===== config.mk =====
export PLATFORM = sky130hd
export DESIGN_NAME = tone_frequency_meter
export DESIGN_NICKNAME = d
export VERILOG_FILES = /design/src/rtl/musicbox_audio_pkg.sv /design/src/rtl/tone_frequency_meter_peak_tracker.sv /design/src/rtl/tone_frequency_meter.sv
export SDC_FILE = /design/constraint.sdc
export NUM_CORES = 1
export LEC_CHECK = 0
export CORE_MARGIN = 10
export CORE_UTILIZATION = 59
export DETAILED_ROUTE_END_ITERATION = 7
export HOLD_SLACK_MARGIN = 0.03
export PLACE_DENSITY = 0.89
export SYNTH_ARGS = -nofsm -noshare
export SYNTH_HDL_FRONTEND = slang
export SYNTH_HIERARCHICAL = 1
export SYNTH_SLANG_ARGS = --single-unit

===== constraint.sdc =====
create_clock -name CLK_32KHz -period 5.4 [get_ports CLK_32KHz]
set_clock_uncertainty 0.05 [all_clocks]
set_input_delay 0.81 -clock CLK_32KHz [delete_from_list [all_inputs] [get_ports CLK_32KHz]]
set_output_delay 0.81 -clock CLK_32KHz [all_outputs]
set_load 0.05 [all_outputs]

===== src/rtl/musicbox_audio_pkg.sv =====
// Shared audio-path types and constants for the music box tone blocks.
//   sample_t       : 8-bit unsigned audio sample, midscale 128
//   cross_state_t  : hysteretic zero-crossing detector state
//   SAMPLE_RATE_HZ : audio sample rate; a gate of this many samples is 1 s
//   FREQ_W         : width of the frequency result (crossings per window)
package musicbox_audio_pkg;

  typedef logic [7:0] sample_t;

  typedef enum logic [1:0] {
    ST_UNKNOWN = 2'd0,
    ST_LOW     = 2'd1,
    ST_HIGH    = 2'd2
  } cross_state_t;

  localparam int SAMPLE_RATE_HZ = 32000;
  localparam int FREQ_W         = 14;

  localparam logic [FREQ_W-1:0] FREQ_MAX = '1;

endpackage


===== src/rtl/tone_frequency_meter_peak_tracker.sv =====
// Running maximum / minimum of the valid samples in the current window.
//   CLK_32KHz   : clock
//   reset       : asynchronous, active-high
//   sampleValid : sample is valid this cycle
//   sample      : unsigned sample
//   restart     : drop the running extremes (window end or clear); wins over sampleValid
//   runMax      : largest sample since the last restart (0 until the first valid sample)
//   runMin      : smallest sample since the last restart (255 until the first valid sample)
module peak_tracker
  import musicbox_audio_pkg::*;
(
  input  logic    CLK_32KHz,
  input  logic    reset,
  input  logic    sampleValid,
  input  sample_t sample,
  input  logic    restart,
  output sample_t runMax,
  output sample_t runMin
);

  always_ff @(posedge CLK_32KHz or posedge reset) begin
    if (reset) begin
      runMax <= 8'd0;
      runMin <= 8'd255;
    end else if (restart) begin
      runMax <= 8'd0;
      runMin <= 8'd255;
    end else if (sampleValid) begin
      if (sample > runMax) runMax <= sample;
      if (sample < runMin) runMin <= sample;
    end
  end

endmodule


===== src/rtl/tone_frequency_meter.sv =====
// Tone frequency meter: counts hysteretic midscale rising crossings of the
// incoming sample stream over a gate of GATE_SAMPLES valid samples and reports
// per window the crossing count (Hz at a 1 s gate), the peak-to-peak amplitude
// and a signal-present flag.
//   CLK_32KHz         : sole clock
//   reset             : asynchronous, active-high
//   clear             : synchronous window restart; result outputs are kept
//   sampleValid       : inputSample is valid this cycle
//   inputSample       : unsigned sample, midscale 128
//   measuredFrequency : rising crossings in the last completed window
//   peakToPeak        : max - min of the last completed window
//   signalPresent     : last window had peakToPeak >= MIN_P2P and a nonzero count
//   measurementValid  : one-cycle pulse when the three results update
//   cross_state       : crossing detector state, for observation only
//
// Input handshake: there is no back-pressure. A sample is consumed on every
// rising clock edge where sampleValid=1; when sampleValid=0 the gate counter,
// crossing detector and min/max all hold.
module tone_frequency_meter
  import musicbox_audio_pkg::*;
#(
  parameter int GATE_SAMPLES = SAMPLE_RATE_HZ,
  parameter int MIDSCALE     = 128,
  parameter int HYSTERESIS   = 8,
  parameter int MIN_P2P      = 16
) (
  input  logic              CLK_32KHz,
  input  logic              reset,
  input  logic              clear,
  input  logic              sampleValid,
  input  sample_t           inputSample,
  output logic [FREQ_W-1:0] measuredFrequency,
  output sample_t           peakToPeak,
  output logic              signalPresent,
  output logic              measurementValid,
  output cross_state_t      cross_state
);

  localparam int                GATE_W    = (GATE_SAMPLES > 1) ? $clog2(GATE_SAMPLES) : 1;
  localparam logic [GATE_W-1:0] GATE_LAST = GATE_W'(GATE_SAMPLES - 1);
  localparam sample_t           HI_TH     = sample_t'(MIDSCALE + HYSTERESIS);
  localparam sample_t           LO_TH     = sample_t'(MIDSCALE - HYSTERESIS);
  localparam sample_t           P2P_MIN   = sample_t'(MIN_P2P);

  logic [GATE_W-1:0] gate_count;
  logic [FREQ_W-1:0] cross_count;
  logic [FREQ_W-1:0] cross_next;
  cross_state_t      state;
  sample_t           run_max;
  sample_t           run_min;
  sample_t           max_next;
  sample_t           min_next;
  sample_t           p2p_next;
  logic              at_high;
  logic              at_low;
  logic              rise;
  logic              final_sample;

  // The final sample of a window must be included in the latched results,
  // so the results are taken from the values the trackers would hold after
  // this sample rather than from the registers themselves.
  always_comb begin
    at_high      = (inputSample >= HI_TH);
    at_low       = (inputSample <= LO_TH);
    final_sample = sampleValid && (gate_count == GATE_LAST);
    rise         = sampleValid && (state == ST_LOW) && at_high;
    cross_next   = (rise && (cross_count != FREQ_MAX)) ? cross_count + 1'b1 : cross_count;
    max_next     = (inputSample > run_max) ? inputSample : run_max;
    min_next     = (inputSample < run_min) ? inputSample : run_min;
    // With at least one sample seen, max_next >= min_next, so no wrap.
    p2p_next     = max_next - min_next;
  end

  peak_tracker u_peak_tracker (
    .CLK_32KHz   (CLK_32KHz),
    .reset       (reset),
    .sampleValid (sampleValid),
    .sample      (inputSample),
    .restart     (clear | final_sample),
    .runMax      (run_max),
    .runMin      (run_min)
  );

  always_ff @(posedge CLK_32KHz or posedge reset) begin
    if (reset) begin
      gate_count        <= '0;
      cross_count       <= '0;
      state             <= ST_UNKNOWN;
      measuredFrequency <= '0;
      peakToPeak        <= '0;
      signalPresent     <= 1'b0;
      measurementValid  <= 1'b0;
    end else begin
      measurementValid <= 1'b0;
      if (clear) begin
        // Discards the window in progress, even on its final sample.
        gate_count  <= '0;
        cross_count <= '0;
        state       <= ST_UNKNOWN;
      end else if (sampleValid) begin
        // The detector state carries across window boundaries so a tone
        // that is mid-cycle at the boundary is not miscounted.
        case (state)
          ST_UNKNOWN: begin
            if (at_high)     state <= ST_HIGH;
            else if (at_low) state <= ST_LOW;
          end
          ST_LOW:  if (at_high) state <= ST_HIGH;
          ST_HIGH: if (at_low)  state <= ST_LOW;
          default: state <= ST_UNKNOWN;
        endcase

        if (final_sample) begin
          gate_count        <= '0;
          cross_count       <= '0;
          measuredFrequency <= cross_next;
          peakToPeak        <= p2p_next;
          signalPresent     <= (p2p_next >= P2P_MIN) && (cross_next != '0);
          measurementValid  <= 1'b1;
        end else begin
          gate_count  <= gate_count + 1'b1;
          cross_count <= cross_next;
        end
      end
    end
  end

  assign cross_state = state;

endmodule


---- Word-level counts from Yosys, hierarchy flattened ----
Index checks and enable logic that the tools add are counted.
operators by class
  add/subtract/negate cells ............... 3
  $lt $le $gt $ge ......................... 5
  equality and inequality tests ........... 5
  muxes and demuxes ....................... 22
  bitwise operators ....................... 2
  reductions and logical operators ........ 11
operators by type and width
  kind                     number
  $mux W14                 4
  $mux W8                  6
  $mux W15                 3
  $add A15 B1 Y15 const B  1
  $eq A15 B15 Y1 const B   1
  $add A14 B1 Y14 const B  1
  $ne A14 B14 Y1 const B   1
  $reduce_bool A14 Y1      1
  $mux W2                  5
  $ge A8 B5 Y1 const B     1
  $ge A8 B8 Y1 const B     1
  $gt A8 B8 Y1             1
  $le A8 B7 Y1 const B     1
  $lt A8 B8 Y1             1
  $sub A8 B8 Y8            1
  $pmux W2 S3              1
  $logic_and A1 B1 Y1      5
  $reduce_bool A2 Y1       2
  $mux W1                  3
  $ne A3 B3 Y1 const B     1
  $reduce_and A3 Y1        1
  $eq A2 B1 Y1 const B     1
  $eq A2 B2 Y1 const B     1
  $logic_not A2 Y1         1
  other kinds (3)          3
storage, ports and cells
  register bits ........................... 71
  bits of input ports ..................... 12
  output and inout bits ................... 26
  word-level logic and storage cells ...... 57

---- Depth between registers and ports, before layout ----
Gate-level depths: netlist of the first run.
  word-level depth ........................ 8
  mapped depth ............................ 18
  gate-level depth less buffers ........... 18

---- Cells and area by module ----
Netlist of the first run, hierarchy kept.
by module, submodules not included
  module                instances  cells each  area each (µm²)  sequential area each (µm²)
  tone_frequency_meter  1          434         3724.8           1376.3
  peak_tracker          1          122         1159.9           410.4

---- Worst setup path before layout of the first run ----
OpenSTA, ideal clock, no wires.
  kind .................................... in2reg
  start ................................... input inputSample[1]
  end ..................................... register signalPresent
  data arrival time ....................... 4.096 ns
  data required time ...................... 5.222 ns
  slack ................................... 1.126 ns
  stages .................................. 15
  cells stage by stage .................... ha_1 > a2111oi_0 > nor3_1 > a2111oi_4 > clkbuf_1 > a21oi_1 > ha_1 > nor2b_1 > o211a_1 > o41a_1 > o21ai_0 > nand2b_1 > and4_2 > nor4_1 > o21ai_1
on the way
  longest elaborated chain between the ends .. 6
  elaborated cells between the ends (all ways) .. 12
ends and longest elaborated chain
  what                                                                  line                         text
  start, declared                                                       tone_frequency_meter.sv:31   input sample_t inputSample,
  parallel branches: the longest is 5 deep, another holds $gt A8 B8 Y1  --
  $logic_and A1 B1 Y1 (*)                                               tone_frequency_meter.sv:118  signalPresent <= (p2p_next >= P2P_MIN) && (cross_next != '0);
  end signal, assigned                                                  tone_frequency_meter.sv:118
  end, declared                                                         tone_frequency_meter.sv:34   output logic signalPresent,
Mark *: on every way between the ends.
A chain may end at the register's enable or synchronous reset.

---- Final worst setup path of the first run ----
Ends and elaborated chain as after synthesis.

==> impl_metrics.prom, run 1 <==
# TYPE chip_impl_metric gauge
chip_impl_metric{name="chipHeight",unit="um"} 111.0
chip_impl_metric{name="avgViaCountPerCell",unit=""} 5.911
chip_impl_metric{name="drcViolationCount",unit=""} 0
chip_impl_metric{name="placed_instances",unit=""} 683
chip_impl_metric{name="postSynth.asyncResetShare",unit=""} 1.000
chip_impl_metric{name="dp.final_hpwl",unit="um"} 7908
chip_impl_metric{name="final_area",unit="um2"} 5539
chip_impl_metric{name="grt_start_max_net_pins",unit=""} 56
chip_impl_metric{name="syn-instance-count",unit=""} 556
chip_impl_metric{name="setup_violations",unit=""} 0
chip_impl_metric{name="synth_edf_count",unit=""} 0
chip_impl_metric{name="synth.cell_area",unit="um2"} 4885
chip_impl_info{name="crit_path_cell_trace",value="clkdlybuf4s50_1 -> ha_1 -> a2111oi_0 -> nor3_1 -> a2111oi_4 -> nor2_1 -> a21oi_1 -> ha_1 -> nor2b_1 -> o211a_1 -> o41a_1 -> o21ai_0 -> nand2b_1 -> and4_2 -> nor4_1 -> o21ai_1"} 1
chip_impl_metric{name="cts_hold_buf",unit=""} 0
chip_impl_metric{name="grt_overflow",unit=""} 0
chip_impl_metric{name="grt.total_usage",unit=""} 0.1771
chip_impl_metric{name="design.final.nets",unit=""} 641
chip_impl_metric{name="die_area",unit="um2"} 12320
chip_impl_metric{name="hold_viol",unit=""} 0
chip_impl_metric{name="postCtsResizedCells",unit=""} 0
chip_impl_info{name="critical_path.endpoint_type",value="register"} 1
chip_impl_metric{name="grt_pass1_wl",unit="um"} 18800
chip_impl_info{name="critPathSlowestCell",value="clkdlybuf4s50_1"} 1
chip_impl_info{name="run_status",value="complete, no violations"} 1
chip_impl_metric{name="antenna_found_initial",unit=""} 0
chip_impl_info{name="yosys_most_used_dff",value="dfrtp_1"} 1
chip_impl_metric{name="synth_seq_cells",unit=""} 71
chip_impl_info{name="rsz0062_at_grt",value="false"} 1
chip_impl_metric{name="drv_slew",unit=""} 0
chip_impl_metric{name="floorplan.initialDensity",unit=""} 0.6005
chip_impl_metric{name="timing.critical_path.required",unit="ps"} 5580
chip_impl_metric{name="cp_data_arrival_time",unit="ps"} 5040
chip_impl_metric{name="antenna_cells",unit=""} 0
chip_impl_metric{name="ctsLongestPathBuffers",unit=""} 2
chip_impl_metric{name="synth.net_count",unit=""} 608
chip_impl_metric{name="placement.io_buffers",unit=""} 37
chip_impl_metric{name="first_global_vias",unit=""} 4062
chip_impl_metric{name="dr_total_vias",unit=""} 4132
chip_impl_metric{name="fillerInstances",unit=""} 617
chip_impl_metric{name="cts-buffers-inserted",unit=""} 9
chip_impl_metric{name="chipWidth",unit="um"} 111.0
chip_impl_metric{name="area_growth_syn_to_layout",unit="%"} 13.40
chip_impl_metric{name="pwr_density_cell",unit="nW/um2"} 242.4
chip_impl_metric{name="final_cell_count_no_fill",unit=""} 699
chip_impl_metric{name="floorplan.io_pins",unit=""} 38
chip_impl_metric{name="synth-warning-count",unit=""} 6
chip_impl_metric{name="core_area",unit="um2"} 8134
chip_impl_metric{name="drt_pass1_iterations",unit=""} 5
chip_impl_metric{name="fin_tns_setup",unit="ps"} 0
chip_impl_metric{name="min_period_over_period",unit=""} 0.8994
chip_impl_metric{name="drt_iter0_markers",unit=""} 338
chip_impl_metric{name="layout_cell_share_with_drive_strength_beyond_1",unit=""} 0.09259
chip_impl_info{name="clock_tree_from_tritoncts",value="built"} 1
chip_impl_metric{name="deepest_level_of_the_cts_h_tree",unit=""} 3
chip_impl_metric{name="clock_latency",unit="ps"} 360
chip_impl_metric{name="per_instance_average_area_after_synthesis",unit="um2"} 8.785
chip_impl_info{name="hold_path_class",value="reg -> reg"} 1
chip_impl_metric{name="drt_wl_total",unit="um"} 11020
chip_impl_metric{name="path_max_fanout",unit=""} 9
chip_impl_metric{name="route.detailed.wl_per_inst",unit="um"} 15.77
chip_impl_info{name="ctsRootBufferMaster",value="clkbuf_8"} 1
chip_impl_metric{name="cts_setup_buffers",unit=""} 0
chip_impl_metric{name="maxCapViolCount",unit=""} 0
chip_impl_metric{name="crit_path_largest_cell_delay",unit="ps"} 680
chip_impl_metric{name="transition_time_of_the_tightest_slew_check_pin",unit="ps"} 959.3
chip_impl_info{name="critPathMostFrequentCell",value="ha_1"} 1
chip_impl_metric{name="synth_seq_area_share",unit=""} 0.3658
chip_impl_metric{name="synth.lib_cells_used.distinct",unit=""} 68
chip_impl_metric{name="finalWeightedCongestion",unit=""} 0.8901
chip_impl_metric{name="ir_worst_vdd",unit="uV"} 143.7
chip_impl_metric{name="achievable-frequency",unit="MHz"} 205.9
chip_impl_metric{name="final_period_minus_worst_setup_slack",unit="ps"} 4857
chip_impl_metric{name="total_leakage_power",unit="nW"} 2.509
chip_impl_metric{name="placement.cell_area",unit="um2"} 5309
chip_impl_metric{name="antenna_left",unit=""} 0
chip_impl_metric{name="fp-row-count",unit=""} 33
chip_impl_metric{name="clock_sink_count",unit=""} 71
chip_impl_info{name="worst_setup_path_start_kind",value="input port"} 1
chip_impl_metric{name="post-layout-total-power",unit="mW"} 1.343
chip_impl_metric{name="worst_setup_hold_path_clk_slew",unit="ps"} 80
chip_impl_metric{name="slew-limit-headroom",unit=""} 0.3581
chip_impl_info{name="start_to_end_type_of_the_worst_setup_path",value="in -> reg"} 1
## area by class of cell
type / instances / area (um2) / share of cell area
Clock buffer: 9 / 123.9 / 0.02236
Timing Repair Buffer: 47 / 445.4 / 0.08042
Sequential cell: 71 / 1787 / 0.3226
Multi-Input combinational cell: 422 / 2803 / 0.5060
Tap cell: 105 / 131.4 / 0.02372
Clock inverter: 7 / 106.4 / 0.01920
Inverter: 38 / 142.6 / 0.02575
## routing by layer
layer,routed length (um),vias up,GRT usage
met4,260,0,0.08681
met5,0,-,0
li1,-,1998,-
met1,4799,1972,0.2167
met3,652,25,0.03571
met2,5311,137,0.2897
## report_power, final
| part | internal, mW | switching (mW) |
|---|---|---|
| sequential | 0.548 | 0.0141 |
| combinational | 0.120 | 0.175 |
| clock | 0.266 | 0.220 |
## critical path: cells and delay by family
family                   cells  cell delay (ps)
AO/OA/AOI/OAI                7             2020
AND/OR/NAND/NOR              6              920
buffers and inverters        1              680
adder cells (fa/ha/maj)      2              580
## worst paths after layout
path                            depth (start not counted)                                    to                            startpoint  slack, ps
worst min-delay path                                    2             peakToPeak[1]$_DFFE_PP0P_             peakToPeak[1]$_DFFE_PP0P_        430
max in group asynchronous                               3             peakToPeak[4]$_DFFE_PP0P_                                 reset       3880
worst max-delay path                                   16             signalPresent$_DFFE_PP0P_                        inputSample[1]        540
worst min register to register                          2             peakToPeak[1]$_DFFE_PP0P_             peakToPeak[1]$_DFFE_PP0P_        430
min in group asynchronous                               2  u_peak_tracker/runMax[5]$_DFFE_PP0P_                                 reset        860
worst max register to register                         16             signalPresent$_DFFE_PP0P_  u_peak_tracker/runMin[1]$_DFFE_PP1P_       1100
## kinds of logic after synthesis
family | after synthesis | synth area share
AND/OR/NAND/NOR | 210 | 0.2170
XOR/XNOR | 31 | 0.05558
AO/OA/AOI/OAI | 122 | 0.1580
buffers and inverters | 63 | 0.06045
flip-flops | 71 | 0.3658
adder cells (fa/ha/maj) | 40 | 0.1040
multiplexers | 19 | 0.03919
## cell usage after synthesis (9+ instances only)
cell type	instances	area, um2
o21ai_0	52	260.3
ha_1	39	488.0
nand2b_1	21	131.4
xor2_1	15	131.4
nand2_1	59	221.5
nand4_1	13	81.33
a21oi_1	22	110.1
clkbuf_1	13	48.80
nor2_1	61	229.0
dfrtp_1	63	1577
nor3_1	9	45.04
mux2i_1	18	180.2
inv_1	38	142.6
xnor2_1	16	140.1
## cell usage in the layout, fill, tap and decap left out, types with 2 or more instances in the layout
| cell | count |
|---|---|
| dfstp_2 | 8 |
| a211oi_1 | 2 |
| nand3_1 | 8 |
| clkdlybuf4s50_1 | 37 |
| ha_1 | 39 |
| o2111ai_1 | 3 |
| xnor2_1 | 16 |
| a31oi_1 | 2 |
| clkbuf_8 | 9 |
| nor2_1 | 61 |
| buf_4 | 10 |
| nor3_1 | 9 |
| o21a_1 | 4 |
| a21o_1 | 3 |
| nand4_1 | 13 |
| and3_2 | 2 |
| nor2b_1 | 3 |
| o21ai_0 | 52 |
| mux2i_1 | 18 |
| bufinv_16 | 2 |
| nand3_2 | 2 |
| o31ai_1 | 8 |
| clkinv_4 | 4 |
| dfrtp_1 | 63 |
| or2_1 | 3 |
| nor4_1 | 4 |
| nand2_1 | 59 |
| xor2_1 | 15 |
| and4_1 | 2 |
| o21ai_1 | 8 |
| a311oi_1 | 2 |
| a21oi_1 | 22 |
| and2_1 | 3 |
| or2_2 | 2 |
| inv_1 | 37 |
| or3_1 | 3 |
| nand2b_1 | 21 |
| and3_1 | 4 |
## state kept, by name, indices dropped and copies added (netlist names)
signal                 count
u_peak_tracker/runMin      8
peakToPeak                 8
measurementValid           1
measuredFrequency         14
signalPresent              1
u_peak_tracker/runMax      8
gate_count                15
cross_count               14
cross_state                2
## through the flow
step	util	setup WS [ps]	hold slack, ps
5_1_grt	0.6810	283.7	469.4
4_1_cts	0.6810	612.2	434.8
3_3_place_gp	0.6527	537.7	408.1
2_1_floorplan	-	1126	437.8
3_5_place_dp	0.6527	344.6	417.1
6_report	0.6810	543.5	425.8
Note: power is estimated with default switching activity, not from simulation.
==> run 2, diff against run 1 <==
--- a/config.mk
+++ b/config.mk
@@ -6,11 +6,10 @@
 export NUM_CORES = 1
 export LEC_CHECK = 0
 export CORE_MARGIN = 10
-export CORE_UTILIZATION = 59
+export CORE_UTILIZATION = 58
 export DETAILED_ROUTE_END_ITERATION = 7
 export HOLD_SLACK_MARGIN = 0.03
-export PLACE_DENSITY = 0.89
+export PLACE_DENSITY = 0.88
 export SYNTH_ARGS = -nofsm -noshare
 export SYNTH_HDL_FRONTEND = slang
-export SYNTH_HIERARCHICAL = 1
 export SYNTH_SLANG_ARGS = --single-unit
==> impl_metrics.prom, run 2 <==
# TYPE chip_impl_metric gauge
chip_impl_info{name="run_status",value="complete, no violations"} 1
chip_impl_metric{name="ir_worst_vdd",unit="uV"} 153.5
chip_impl_metric{name="postCtsResizedCells",unit=""} 0
chip_impl_metric{name="cp_data_arrival_time",unit="ps"} 5130
chip_impl_metric{name="register_area",unit="um2"} 1787
chip_impl_metric{name="postSynth.asyncResetShare",unit=""} 1.000
chip_impl_metric{name="floorplan.initialDensity",unit=""} 0.5984
chip_impl_metric{name="pwr_density_cell",unit="nW/um2"} 280.0
chip_impl_info{name="worst_setup_path_start_kind",value="input port"} 1
chip_impl_metric{name="synth.lib_cells_used.distinct",unit=""} 63
chip_impl_metric{name="placed_instances",unit=""} 604
chip_impl_metric{name="drcViolationCount",unit=""} 0
chip_impl_metric{name="antenna_cells",unit=""} 0
chip_impl_metric{name="dp.final_hpwl",unit="um"} 7306
chip_impl_info{name="reg.largest.list",value="gate_count (15), cross_count (14), measuredFrequency (14)"} 1
chip_impl_metric{name="cts-buffers-inserted",unit=""} 9
chip_impl_metric{name="per_instance_average_area_after_synthesis",unit="um2"} 8.931
chip_impl_info{name="most-common-layout-cells",value="dfrtp_1 (63), nor2_1 (55), nand2_1 (43)"} 1
chip_impl_info{name="hold_path_class",value="reg -> reg"} 1
chip_impl_metric{name="route.detailed.wl_per_inst",unit="um"} 17.04
chip_impl_metric{name="placement.io_buffers",unit=""} 37
chip_impl_metric{name="met2_usage",unit=""} 0.3224
chip_impl_info{name="ctsRootBufferMaster",value="clkbuf_8"} 1
chip_impl_metric{name="drt_pass1_iterations",unit=""} 4
chip_impl_metric{name="worst_setup_hold_path_clk_slew",unit="ps"} 80
chip_impl_metric{name="worst-r2r-cell-count",unit=""} 16
chip_impl_info{name="synth_top_area_cell",value="dfrtp_1"} 1
chip_impl_metric{name="grt_start_max_net_pins",unit=""} 72
chip_impl_metric{name="grt_pass1_wl",unit="um"} 18070
chip_impl_metric{name="cts_setup_buffers",unit=""} 0
chip_impl_info{name="worstReg2RegStart",value="u_peak_tracker.runMin[1]$_DFFE_PP1P_"} 1
chip_impl_info{name="rsz0062_at_grt",value="false"} 1
chip_impl_metric{name="fp-row-count",unit=""} 31
chip_impl_metric{name="worst-r2r-setup-slack",unit="ps"} 900
chip_impl_metric{name="grt.total_usage",unit=""} 0.1932
chip_impl_metric{name="achievable-frequency",unit="MHz"} 202.1
chip_impl_metric{name="synth_edf_count",unit=""} 0
chip_impl_info{name="start_to_end_type_of_the_worst_setup_path",value="in -> reg"} 1
chip_impl_info{name="regToRegEndpoint",value="signalPresent$_DFFE_PP0P_"} 1
chip_impl_metric{name="chipHeight",unit="um"} 106.5
chip_impl_metric{name="post-layout-total-power",unit="mW"} 1.409
chip_impl_info{name="globalRoute.busiestLayer",value="met2"} 1
chip_impl_metric{name="drt_iter0_markers",unit=""} 259
chip_impl_metric{name="maxCapViolCount",unit=""} 0
chip_impl_metric{name="clock_sink_count",unit=""} 71
chip_impl_info{name="yosys_most_used_dff",value="dfrtp_1"} 1
chip_impl_info{name="min_delay_worst_endpoint",value="peakToPeak[6]$_DFFE_PP0P_"} 1
chip_impl_metric{name="dr_total_vias",unit=""} 3747
chip_impl_metric{name="chipWidth",unit="um"} 106.5
chip_impl_metric{name="synth-warning-count",unit=""} 0
chip_impl_info{name="synth.area.top_cells",value="dfrtp_1 (36%), ha_1 (6.3%), dfstp_2 (4.8%)"} 1
chip_impl_info{name="critical_path.endpoint_type",value="register"} 1
chip_impl_metric{name="synth.cell_area",unit="um2"} 4340
chip_impl_metric{name="fin_tns_setup",unit="ps"} 0
chip_impl_metric{name="hold_viol",unit=""} 0
chip_impl_metric{name="grtUsageMet1",unit=""} 0.2215
chip_impl_metric{name="deepest_level_of_the_cts_h_tree",unit=""} 3
chip_impl_metric{name="ctsLongestPathBuffers",unit=""} 2
chip_impl_metric{name="total_leakage_power",unit="nW"} 2.155
chip_impl_metric{name="synth_seq_cells",unit=""} 71
chip_impl_metric{name="antenna_found_initial",unit=""} 0
chip_impl_metric{name="final_period_minus_worst_setup_slack",unit="ps"} 4947
chip_impl_metric{name="largest_reg_flops",unit=""} 15
chip_impl_metric{name="netlist.area_leader.share",unit=""} 0.3632
chip_impl_metric{name="grtUsageMet3",unit=""} 0.05012
chip_impl_metric{name="grt_overflow",unit=""} 0
chip_impl_metric{name="floorplan.io_pins",unit=""} 38
chip_impl_info{name="layout_commonest_cell",value="dfrtp_1"} 1
chip_impl_metric{name="transition_time_of_the_tightest_slew_check_pin",unit="ps"} 1023
chip_impl_metric{name="slew-limit-headroom",unit=""} 0.3153
chip_impl_info{name="synth_common_cells",value="dfrtp_1 (63), nor2_1 (55), nand2_1 (43)"} 1
chip_impl_metric{name="die_area",unit="um2"} 11340
chip_impl_metric{name="finalWeightedCongestion",unit=""} 0.8779
chip_impl_metric{name="first_global_vias",unit=""} 3822
chip_impl_metric{name="path_max_fanout",unit=""} 6
chip_impl_metric{name="antenna_left",unit=""} 0
chip_impl_metric{name="cts_hold_buf",unit=""} 0
chip_impl_info{name="min_from",value="peakToPeak[6]$_DFFE_PP0P_"} 1
chip_impl_metric{name="synth_seq_area_share",unit=""} 0.4116
chip_impl_metric{name="min_path_cells",unit=""} 1
chip_impl_metric{name="min_period_over_period",unit=""} 0.9162
chip_impl_metric{name="drv_slew",unit=""} 0
chip_impl_metric{name="final_cell_count_no_fill",unit=""} 620
chip_impl_info{name="yosysMostFrequentCell",value="dfrtp_1"} 1
chip_impl_metric{name="design.final.nets",unit=""} 551
chip_impl_info{name="clock_tree_from_tritoncts",value="built"} 1
chip_impl_metric{name="core_area",unit="um2"} 7253
chip_impl_metric{name="multi_input_comb_area",unit="um2"} 2347
chip_impl_metric{name="setup_violations",unit=""} 0
chip_impl_metric{name="clock_latency",unit="ps"} 350
chip_impl_metric{name="synth.net_count",unit=""} 521
chip_impl_metric{name="syn-instance-count",unit=""} 486
chip_impl_metric{name="avgViaCountPerCell",unit=""} 6.044
chip_impl_metric{name="area_growth_syn_to_layout",unit="%"} 15.94
chip_impl_metric{name="drt_wl_total",unit="um"} 10560
chip_impl_metric{name="timing.critical_path.required",unit="ps"} 5590
chip_impl_metric{name="layout_cell_share_with_drive_strength_beyond_1",unit=""} 0.09213
chip_impl_info{name="regMostFlops",value="gate_count"} 1
chip_impl_metric{name="fillerInstances",unit=""} 570
[run 2: changes by cell type after synthesis, sizes merged, moves of 7 or more]
cell    delta
mux2i     -11
inv       -10
nand2b    -15
o21ai     -27
a21oi     +16
ha        -17
clkbuf     +7
nand2     -16
[run 2: cell type report]
type | count | area share
clock buffers | 13 | 0.02959
clock inverters | 3 | 0.01790
inverters | 28 | 0.02089
multi-input cells | 361 | 0.4664
flip-flops and latches | 71 | 0.3550
well taps | 99 | 0.02461
repair buffers | 45 | 0.08553
[run 2: critical path: stages]
cell and delay [ps]:
clkdlybuf4s50_1 530, ha_1 370, nand4_1 140, nor2_1 190
a21oi_1 120, nor2_1 410, a21oi_1 170, ha_1 260
fa_1 460, nand2b_1 190, o221a_2 260, a31oi_1 240
maj3_1 300, xnor2_1 150, nand2_1 100, o41a_1 440
[run 2: kinds of logic (layout without fill, tap and decap cells)]
kind of cell / after synthesis / after routing / synth area share
fa+ha+maj: 26 / 26 / 0.07553
buf+inv: 54 / 89 / 0.04900
flops: 71 / 71 / 0.4116
compound gates: 122 / 122 / 0.1848
mux: 11 / 11 / 0.02652
xor+xnor: 36 / 36 / 0.07265
simple gates: 166 / 166 / 0.1799
[run 2: worst max path at each step]
stage                                endpoint  slack (ps)  depth (start not counted)            from
finish              signalPresent$_DFFE_PP0P_         450                         16  inputSample[5]
global route        signalPresent$_DFFE_PP0P_         290                         16  inputSample[5]
CTS                 signalPresent$_DFFE_PP0P_         530                         16  inputSample[5]
global placement    signalPresent$_DFFE_PP0P_         370                         17  inputSample[5]
floorplan           signalPresent$_DFFE_PP0P_         590                         19  inputSample[1]
detailed placement  signalPresent$_DFFE_PP0P_         220                         16  inputSample[1]
[run 2: where the power goes]
part           switching, mW  internal, mW  total (mW)  leakage [nW]
Sequential            0.0141         0.555       0.569         0.940
Clock                  0.200         0.320       0.521         0.118
Combinational          0.197         0.122       0.319          1.10
[run 2: routing by layer]
layer,up-vias,wire (um)
li1,1775,-
met1,1832,4432
met2,114,5240
met3,26,564
met4,0,327
met5,-,0
[run 2: through the flow]
step | worst slack, ps | util | cell area, um2 | hold slack [ps]
after detailed placement | 216.2 | 0.6609 | 4793 | 454.1
final | 452.6 | 0.6938 | 5032 | 463.2
after global placement | 368.7 | 0.6609 | 4793 | 439.5
after CTS | 530.9 | 0.6938 | 5032 | 473.6
after global routing | 290.2 | 0.6938 | 5032 | 489.3
after floorplan | 585.4 | - | 4340 | 423.7
==> run 3, diff against run 2 <==
--- a/config.mk
+++ b/config.mk
@@ -13,3 +13,4 @@
 export SYNTH_ARGS = -nofsm -noshare
 export SYNTH_HDL_FRONTEND = slang
 export SYNTH_SLANG_ARGS = --single-unit
+export TNS_END_PERCENT = 10
==> results of run 3 <==
The final DEF is identical to that of run 2; final timing and power are the same.
